File: src/rtl/adder_share_arbiter.sv
// ---------------------------------------------------------------------------
// adder_share_arbiter
//   Time-shares one W-bit adder (Adder_* valid/ack callee) among NREQ
//   requesters. Round-robin grant, one transaction in flight, return-to-zero
//   handshake toward the adder, and a watchdog that aborts a transaction when
//   the adder never acks.
//
// Ports
//   CLK, RSTn                 clock (posedge), synchronous active-low reset
//   req_valid[NREQ]           per-requester request, held until its req_ack
//   req_datain1/2[NREQ*W]     operands, requester i at [i*W +: W]
//   req_ack[NREQ]             one-cycle one-hot completion pulse
//   req_dataout/carryout/exc  adder result, valid with req_ack, held otherwise
//   req_timeout               set with req_ack when the watchdog aborted
//   grant_idx                 current/last granted requester
//   Adder_datain1/2, Adder_valid   request side toward the adder
//   Adder_dataout/carryout/Exc, Adder_ack   response side from the adder
// ---------------------------------------------------------------------------
module adder_share_arbiter #(
    parameter int NREQ    = 2,
    parameter int W       = 24,
    parameter int TIMEOUT = 64,
    localparam int GW     = (NREQ > 1) ? $clog2(NREQ) : 1,
    localparam int CW     = $clog2(TIMEOUT)
) (
    input  logic                CLK,
    input  logic                RSTn,
    input  logic [NREQ-1:0]     req_valid,
    input  logic [NREQ*W-1:0]   req_datain1,
    input  logic [NREQ*W-1:0]   req_datain2,
    output logic [NREQ-1:0]     req_ack,
    output logic [W-1:0]        req_dataout,
    output logic                req_carryout,
    output logic [1:0]          req_exc,
    output logic                req_timeout,
    output logic [GW-1:0]       grant_idx,
    output logic [W-1:0]        Adder_datain1,
    output logic [W-1:0]        Adder_datain2,
    output logic                Adder_valid,
    input  logic [1:0]          Adder_Exc,
    input  logic [W-1:0]        Adder_dataout,
    input  logic                Adder_carryout,
    input  logic                Adder_ack
);

    typedef enum logic [1:0] {
        IDLE    = 2'd0,
        ISSUE   = 2'd1,
        RELEASE = 2'd2
    } state_t;

    state_t          state_q, state_d;
    logic [GW-1:0]   rr_q, rr_d;
    logic [CW-1:0]   wd_q, wd_d;
    logic [GW-1:0]   grant_q, grant_d;
    logic [W-1:0]    a1_q, a1_d, a2_q, a2_d;
    logic            avalid_q, avalid_d;
    logic [NREQ-1:0] ack_q, ack_d;
    logic [W-1:0]    dout_q, dout_d;
    logic            carry_q, carry_d;
    logic [1:0]      exc_q, exc_d;
    logic            tout_q, tout_d;

    // Round-robin pick: first set request at or after rr_q, wrapping.
    logic [GW-1:0]   pick;
    logic            found;
    logic [GW-1:0]   rr_next;

    always_comb begin
        int idx;
        pick  = '0;
        found = 1'b0;
        idx   = 0;
        for (int off = 0; off < NREQ; off++) begin
            idx = int'(rr_q) + off;
            if (idx >= NREQ) idx = idx - NREQ;
            if (!found && req_valid[GW'(idx)]) begin
                found = 1'b1;
                pick  = GW'(idx);
            end
        end
    end

    assign rr_next = (grant_q == GW'(NREQ - 1)) ? '0 : grant_q + 1'b1;

    always_comb begin
        state_d  = state_q;
        rr_d     = rr_q;
        wd_d     = wd_q;
        grant_d  = grant_q;
        a1_d     = a1_q;
        a2_d     = a2_q;
        avalid_d = avalid_q;
        ack_d    = '0;           // completion is a single-cycle pulse
        dout_d   = dout_q;
        carry_d  = carry_q;
        exc_d    = exc_q;
        tout_d   = tout_q;

        unique case (state_q)
            IDLE: begin
                if (found) begin
                    grant_d  = pick;
                    a1_d     = req_datain1[pick*W +: W];
                    a2_d     = req_datain2[pick*W +: W];
                    avalid_d = 1'b1;
                    wd_d     = '0;
                    state_d  = ISSUE;
                end
            end
            ISSUE: begin
                // A real ack takes precedence over a coincident watchdog expiry.
                if (Adder_ack) begin
                    dout_d         = Adder_dataout;
                    carry_d        = Adder_carryout;
                    exc_d          = Adder_Exc;
                    tout_d         = 1'b0;
                    ack_d[grant_q] = 1'b1;
                    avalid_d       = 1'b0;
                    rr_d           = rr_next;
                    state_d        = RELEASE;
                end else if (wd_q == CW'(TIMEOUT - 1)) begin
                    dout_d         = '0;
                    carry_d        = 1'b0;
                    exc_d          = '0;
                    tout_d         = 1'b1;
                    ack_d[grant_q] = 1'b1;
                    avalid_d       = 1'b0;
                    rr_d           = rr_next;
                    state_d        = RELEASE;
                end else begin
                    wd_d = wd_q + 1'b1;
                end
            end
            RELEASE: begin
                // Wait out the return-to-zero half of the handshake; a late
                // ack after a watchdog abort is swallowed here.
                if (!Adder_ack) state_d = IDLE;
            end
            default: state_d = IDLE;
        endcase
    end

    always_ff @(posedge CLK) begin
        if (!RSTn) begin
            state_q  <= IDLE;
            rr_q     <= '0;
            wd_q     <= '0;
            grant_q  <= '0;
            a1_q     <= '0;
            a2_q     <= '0;
            avalid_q <= 1'b0;
            ack_q    <= '0;
            dout_q   <= '0;
            carry_q  <= 1'b0;
            exc_q    <= '0;
            tout_q   <= 1'b0;
        end else begin
            state_q  <= state_d;
            rr_q     <= rr_d;
            wd_q     <= wd_d;
            grant_q  <= grant_d;
            a1_q     <= a1_d;
            a2_q     <= a2_d;
            avalid_q <= avalid_d;
            ack_q    <= ack_d;
            dout_q   <= dout_d;
            carry_q  <= carry_d;
            exc_q    <= exc_d;
            tout_q   <= tout_d;
        end
    end

    assign req_ack       = ack_q;
    assign req_dataout   = dout_q;
    assign req_carryout  = carry_q;
    assign req_exc       = exc_q;
    assign req_timeout   = tout_q;
    assign grant_idx     = grant_q;
    assign Adder_datain1 = a1_q;
    assign Adder_datain2 = a2_q;
    assign Adder_valid   = avalid_q;

endmodule
File: config.mk
export PLATFORM = sky130hd
export DESIGN_NAME = adder_share_arbiter
export DESIGN_NICKNAME = d
export VERILOG_FILES = /design/src/rtl/adder_share_arbiter.sv
export SDC_FILE = /design/constraint.sdc
export NUM_CORES = 1
export LEC_CHECK = 0
export BUFFER_PORTS_ARGS = -buffer_cell sky130_fd_sc_hd__buf_2
export CAP_MARGIN = 20
export CORE_ASPECT_RATIO = 1.1
export CORE_MARGIN = 2
export CORE_UTILIZATION = 38
export CTS_CLUSTER_SIZE = 12
export DETAILED_ROUTE_END_ITERATION = 10
export PLACE_DENSITY = 0.7
export SETUP_SLACK_MARGIN = 0.1
export SYNTH_ARGS = -nofsm -noshare
export SYNTH_HDL_FRONTEND = slang
export SYNTH_SLANG_ARGS = --single-unit
export TNS_END_PERCENT = 1
File: constraint.sdc
create_clock -name CLK -period 3.22 [get_ports CLK]
set_input_delay 0.483 -clock CLK [delete_from_list [all_inputs] [get_ports CLK]]
set_output_delay 0.483 -clock CLK [all_outputs]
set_load 0.05 [all_outputs]
==> implementation parameters, run 1 <==
Parameter                              Value

Clock network
  Clk pin slew, worst setup/hold paths    0.10 ns
  Max clock buf depth    2
  Htree depth    3
  Number of clock sinks seen by CTS    89
  Number of buffers created by CTS    9
  Clock tree from TritonCTS    yes
  Hold_buf cts    0
  Post-CTS resize count    0
  Skew-Pair Late Insertion Delay    0.36 ns
  Post CTS Setup Buffer Count    0
  Clock tree root buffer cell    clkbuf_8

Drt
  Pre-Repair DR Iteration Count    4
  Remaining design rule violation count    0
  Total vias in the final route    3854
  Post-route antenna net violation count    0
  DR WL met2    4.871 mm
  Met3 wirelength from detailed routing    1.043 mm
  Final wirelength    10.37 mm
  Number of vias per cell    5.360
  Initial drt markers    187
  Total routed wire length on the met1 layer    4.338 mm
  Wirelength per Cell    14.43 um
  Uppermost layer routed    met4

Setup path
  Kind of cell adding the most delay to the critical path    simple AND/OR/NAND/NOR gates
  Cell type of the slowest stage on the worst timing path    and3_1
  Worst stage delay on the critical path    0.87 ns
  CP bufs+invs    0
  Critical setup path kind    register to register
  Required time at the worst-slack endpoint    3.52 ns
  Capturing element type of the critical path    register
  Critical-path maximum fanout    27
  List of cells traversed by the critical path    nor2b_1 -> and3_1 -> a22o_1
  Arrival time of the worst setup path    2.68 ns
  Startpoint Class    register

Timing
  Clock tree skew after final layout    0.01186 ns
  Setup TNS    0 ns
  Upper clock frequency limit    421.5 MHz
  Worst max-slew margin expressed relative to the limit    0.3709
  Setup-violating endpoint count in the final report    0
  Unrepaired setup endpoints after global routing    no
  Clock period minus final worst setup slack    2.372 ns
  Number of pins with negative max-slew slack in the final report    0
  Pin slew with the least headroom to its limit    0.9437 ns
  Final Hold Vio Count    0
  Final cycle utilization of the critical path    0.7367

Floorplan
  Floorplan row count    38
  Area of the die    10790 um2
  Top-level I/O count    208
  Placeable core region    9794 um2
  Horizontal die dimension    99.22 um
  Initial standard-cell utilization of the core    0.3869
  Die Y    108.7 um

Worst hold path
  Hold WC Path Type    input pin to register

Logic synthesis
  Commonest register cell after synthesis    dfxtp_1
  Post-synthesis net count    543
  Synth Register Bits    89
  Number of unique standard cell types used by synthesis    38
  Netlist area before placement    3790 um2
  Syn Inst Count    414
  Avg Inst Size Synth    9.154 um2
  EDFF count, synth    0
  Fraction of synthesis flops using an asynchronous set or reset pin    0
  Sequential share of the synthesized area    0.4701
  Warning count from the yosys run    0

Place
  Half-perimeter wire length after detailed placement    7.149 mm
  Placer Congestion    0.8632
  Buffers added on ports    206

Finish
  Antenna Diode Count    0
  Area used by multi-input combinational logic    1793 um2
  Register area    1783 um2
  Fraction of final layout cells with drive strength greater than 1    0.3923
  Final #Nets    723
  Final-layout fill cell count    929
  Area Growth Syn to Fin    31.83%

Power
  Clock network power share    0.286
  Logic gate share of total power    0.248
  Internal    1.682 mW
  Power Density    525.5 nW/um2
  Switching portion of total power    0.3593
  Post-layout total power    2.625 mW
  Max IR drop VDD    0.3012 mV
  Register share of total power    0.466
  Total leakage power    2.859 nW
  Switching power total    0.9432 mW

GRT
  All-Layer GR Usage    0.1894
  Via count of the first global-routing pass    3657
  Antenna violations before repair    0
  Global route total overflow    0
  First-pass GRT wire length    16.58 mm
  Maximum number of pins on one net before global-route repair    57

Flow run
  Number of maximum-capacitance constraint violations    0

Run status
  Outcome    finished clean
## worst register-to-register path: stages, from the launching register on
cell and delay [ns]:
dfxtp_1 0.60, nor2b_1 0.56, and3_1 0.88, a22o_1 0.28
## layout by cell type (no fill, tap or decap), types with 2 or more instances in the layout
cell,synthesis,layout
and2_1,2,2
a22o_1,27,27
clkbuf_8,0,9
dfxtp_1,89,88
inv_8,0,4
a21oi_1,3,3
or4_1,2,2
nor3b_1,2,2
nand2_1,58,57
buf_4,0,5
o211a_1,48,48
o21a_1,2,2
inv_1,2,2
nor2b_1,2,2
and3_1,4,4
o2111ai_1,2,2
nand3_1,105,105
o22ai_1,3,3
buf_2,18,206
nor2_1,2,2
o21ai_0,2,2
## cells in the mapped netlist (all sizes together), types with 3 or more instances
cell    number  share of area
nor2         3         0.0050
nand2       58          0.057
buf         23          0.037
dfxtp       89           0.47
o22ai        3         0.0050
and3         4         0.0066
nand3      106           0.14
a21oi        3         0.0040
o211a       48           0.13
clkbuf      19          0.019
a22o        27          0.062
## power groups by stage
stage | Combinational (mW) | Clock (mW) | Sequential, mW
final | 0.651 | 0.752 | 1.22
after detailed placement | 0.655 | 0 | 1.25
after CTS | 0.656 | 0.782 | 1.22
after floorplan | 0.212 | 0 | 1.50
after global routing | 0.699 | 0.831 | 1.23
after global placement | 0.647 | 0 | 1.24
## per-layer routing
metal | up-vias | track usage
met5 | - | 0
met4 | 0 | 0.08219
met3 | 13 | 0.06987
met2 | 180 | 0.3267
met1 | 1782 | 0.2098
li1 | 1879 | -
## logic make-up after synthesis
group,after synthesis,synth area share
fa+ha+maj,1,0.003301
compound gates,95,0.2328
flops,89,0.4701
mux,1,0.002641
buf+inv,44,0.05745
simple gates,184,0.2337
## metrics by stage
step | area [um2] | setup slack, ns | util | std cells | hold WS (ns)
after global placement | 4802 | 0.9668 | 0.4903 | 703 | 0.4467
after global routing | 4996 | 0.6475 | 0.5101 | 719 | 0.3103
final | 4996 | 0.8477 | 0.5101 | 719 | 0.3366
after CTS | 4996 | 0.8664 | 0.5101 | 719 | 0.3143
after detailed placement | 4802 | 0.9103 | 0.4903 | 703 | 0.4488
after floorplan | 3790 | 1.749 | - | 414 | 0.4668
## layout make-up
cell class              count  share of cell area
repair buffers            211              0.2139
clock buffers               9             0.02479
inverters                   2            0.001503
flip-flops and latches     89              0.3569
well taps                 120             0.03005
multi-input cells         281              0.3589
clock inverters             7             0.01402
## registers in the layout, indices dropped and copies added, names as in the netlist, 2 cells and up
signal / count
req_ack: 2
wd_q: 6
req_dataout: 24
Adder_datain1: 24
Adder_datain2: 24
state_q: 2
req_exc: 2
## final timing paths
kind	startpoint	end	slack [ns]	cells past startpoint
setup reg to reg	state_q[0]	req_dataout[17]	0.85	3
hold / removal	Adder_dataout[11]	req_dataout[11]	0.34	2
hold reg to reg	req_dataout[11]	req_dataout[11]	0.47	1
setup / recovery	state_q[0]	req_dataout[17]	0.85	3
No activity file was read; power rests on OpenSTA's default activity.
==> run 2, diff against run 1 <==
Settings changed: PLACE_DENSITY 0.7 to 0.73.
Clock period 3.22 ns to 2.1 ns, I/O delays scaled along.
==> implementation parameters, run 2 (synthesis gave the netlist of run 1 again) <==
Parameter                              Value

Setup path
  Timing endpoint of the critical path    req_dataout[11]
  Depth of the worst register-to-register path    5 (+2)
  Critical setup path kind    register to register
  CP bufs+invs    0 (unchanged)
  Critical-path maximum fanout    28 (+3.7%)
  Reg2reg setup slack    0.36 ns (-0.49 ns)
  Startpoint Class    register
  Arrival time of the worst setup path    2.04 ns (-0.64 ns)
  Capturing element type of the critical path    register
  Kind of cell adding the most delay to the critical path    compound AO/OA/AOI/OAI gates
  Instance count on the critical path    5 (+2)
  Reg-to-reg startpoint    wd_q[0]
  List of cells traversed by the critical path    ha_1 -> nand3_2 -> o21bai_4 -> a21boi_4 -> a22o_1
  Reg-to-reg endpoint    req_dataout[11]
  Start point of the critical path    wd_q[0]
  Required time at the worst-slack endpoint    2.41 ns (-1.11 ns)
  Cell type of the slowest stage on the worst timing path    a21boi_4
  Worst stage delay on the critical path    0.61 ns (-0.26 ns)

Floorplan
  Placeable core region    9794 um2 (unchanged)
  Top-level I/O count    208 (unchanged)
  Area of the die    10790 um2 (unchanged)
  Floorplan row count    38 (unchanged)
  Horizontal die dimension    99.22 um (unchanged)
  Initial standard-cell utilization of the core    0.3869 (unchanged)
  Die Y    108.7 um (unchanged)

Finish
  Fraction of final layout cells with drive strength greater than 1    0.3977 (+0.005369)
  Highest-count cells in the layout ignoring fill and taps    206 x buf_2, 105 x nand3_1, 88 x dfxtp_1
  Fin area    5050 um2 (+1.1%)
  Area Growth Syn to Fin    33.25%
  Final #Nets    730 (+0.97%)
  Layout Utilization    0.5156 (+0.005493)
  Final Non-Filler Cells    727 (+1.1%)
  Most common library cell in the layout ignoring fill and taps    buf_2

Drt
  Wirelength per Cell    14.85 um (+3.0%)
  Initial drt markers    215 (+15%)
  Number of vias per cell    5.338 (-0.41%)
  Post-route antenna net violation count    0 (unchanged)
  Remaining design rule violation count    0 (unchanged)
  Pre-Repair DR Iteration Count    4 (unchanged)
  Final wirelength    10.80 mm (+4.1%)
  Total vias in the final route    3881 (+0.70%)

Timing
  Unrepaired setup endpoints after global routing    no
  Final Hold Vio Count    0 (unchanged)
  Setup-violating endpoint count in the final report    0 (unchanged)
  Clock period minus final worst setup slack    1.738 ns (-0.6347 ns)
  Clock tree skew after final layout    0.01049 ns (-0.001369 ns)
  Pin slew with the least headroom to its limit    0.9524 ns (+0.008681 ns)
  Number of pins with negative max-slew slack in the final report    0 (unchanged)
  Setup TNS    0 ns (unchanged)
  Upper clock frequency limit    575.5 MHz (+37%)
  Final cycle utilization of the critical path    0.8275 (+0.09070)
  Worst max-slew margin expressed relative to the limit    0.3651 (-0.005787)

GRT
  Maximum number of pins on one net before global-route repair    52 (-8.8%)
  First-pass GRT wire length    17.13 mm (+3.3%)
  Antenna violations before repair    0 (unchanged)
  Via count of the first global-routing pass    3687 (+0.82%)
  All-Layer GR Usage    0.1950 (+0.005574)
  Global route total overflow    0 (unchanged)

Clock network
  Post-CTS resize count    0 (unchanged)
  Clock tree root buffer cell    clkbuf_8
  Htree depth    3 (unchanged)
  Post CTS Setup Buffer Count    0 (unchanged)
  Number of buffers created by CTS    9 (unchanged)
  Clk pin slew, worst setup/hold paths    0.10 ns (about the same)
  Hold_buf cts    0 (unchanged)
  Max clock buf depth    2 (unchanged)
  Number of clock sinks seen by CTS    89 (unchanged)
  Skew-Pair Late Insertion Delay    0.36 ns (about the same)
  Clock tree from TritonCTS    yes

Power
  Power Density    794.9 nW/um2 (+51%)
  Total leakage power    2.891 nW (+1.1%)
  Post-layout total power    4.014 mW (+53%)
  Max IR drop VDD    0.4453 mV (+48%)

Place
  Area after detailed placement    4865 um2 (+1.3%)
  Buffers added on ports    206 (unchanged)
  Placer Congestion    0.8435 (-2.3%)
  Number of placed instances, taps included    710 (+1.0%)
  Half-perimeter wire length after detailed placement    7.690 mm (+7.6%)

Flow run
  Number of maximum-capacitance constraint violations    0 (unchanged)

Run status
  Outcome    finished clean

Worst hold path
  Hold WC Path Type    input pin to register
[run 2: cell types whose count changed in the layout (fill, tap and decap cells not counted), sizes merged]
cell,delta
diode,+1
buf,+7
[run 2: worst min-delay path by stage]
stage                            from         endpoint  slack (ns)  depth (start not counted)
global route        Adder_dataout[21]  req_dataout[21]        0.13                          2
global placement          Adder_valid      Adder_valid        0.45                          1
finish              Adder_dataout[12]  req_dataout[12]        0.16                          2
detailed placement     req_dataout[8]   req_dataout[8]        0.45                          1
CTS                  Adder_dataout[4]   req_dataout[4]        0.14                          2
floorplan           Adder_dataout[10]  req_dataout[10]        0.45                          1
[run 2: stage by stage]
step,worst slack [ns],hold WS [ns]
2_1_floorplan,0.6773,0.4476
3_3_place_gp,0.4692,0.4475
3_5_place_dp,0.3915,0.4509
4_1_cts,0.3643,0.1436
5_1_grt,0.2563,0.1309
6_report,0.3624,0.1633
[run 2: area by class of cell]
class	count	area [um2]
Fill cell	915	4745
Multi-Input combinational cell	281	1790
Sequential cell	89	1783
Timing Repair Buffer	218	1134
Tap cell	120	150.1
Clock buffer	9	123.9
Clock inverter	7	58.81
Inverter	2	7.507
Antenna cell	1	2.502
[run 2: per-layer routing]
layer / track usage / vias to the layer above / part of all wire / routed length [um]
met5: 0 / - / 0 / 0
met4: 0.08513 / 0 / 0.025 / 267
met3: 0.06667 / 24 / 0.089 / 960
met2: 0.3214 / 173 / 0.48 / 5164
met1: 0.2312 / 1784 / 0.41 / 4404
li1: - / 1900 / - / -
[run 2: power by group]
| part | leakage (nW) | internal [mW] | switching, mW |
|---|---|---|---|
| logic | 2.07 | 0.317 | 0.697 |
| clock network | 0.0929 | 0.453 | 0.667 |
| registers | 0.731 | 1.81 | 0.0709 |
| total | 2.89 | 2.58 | 1.44 |
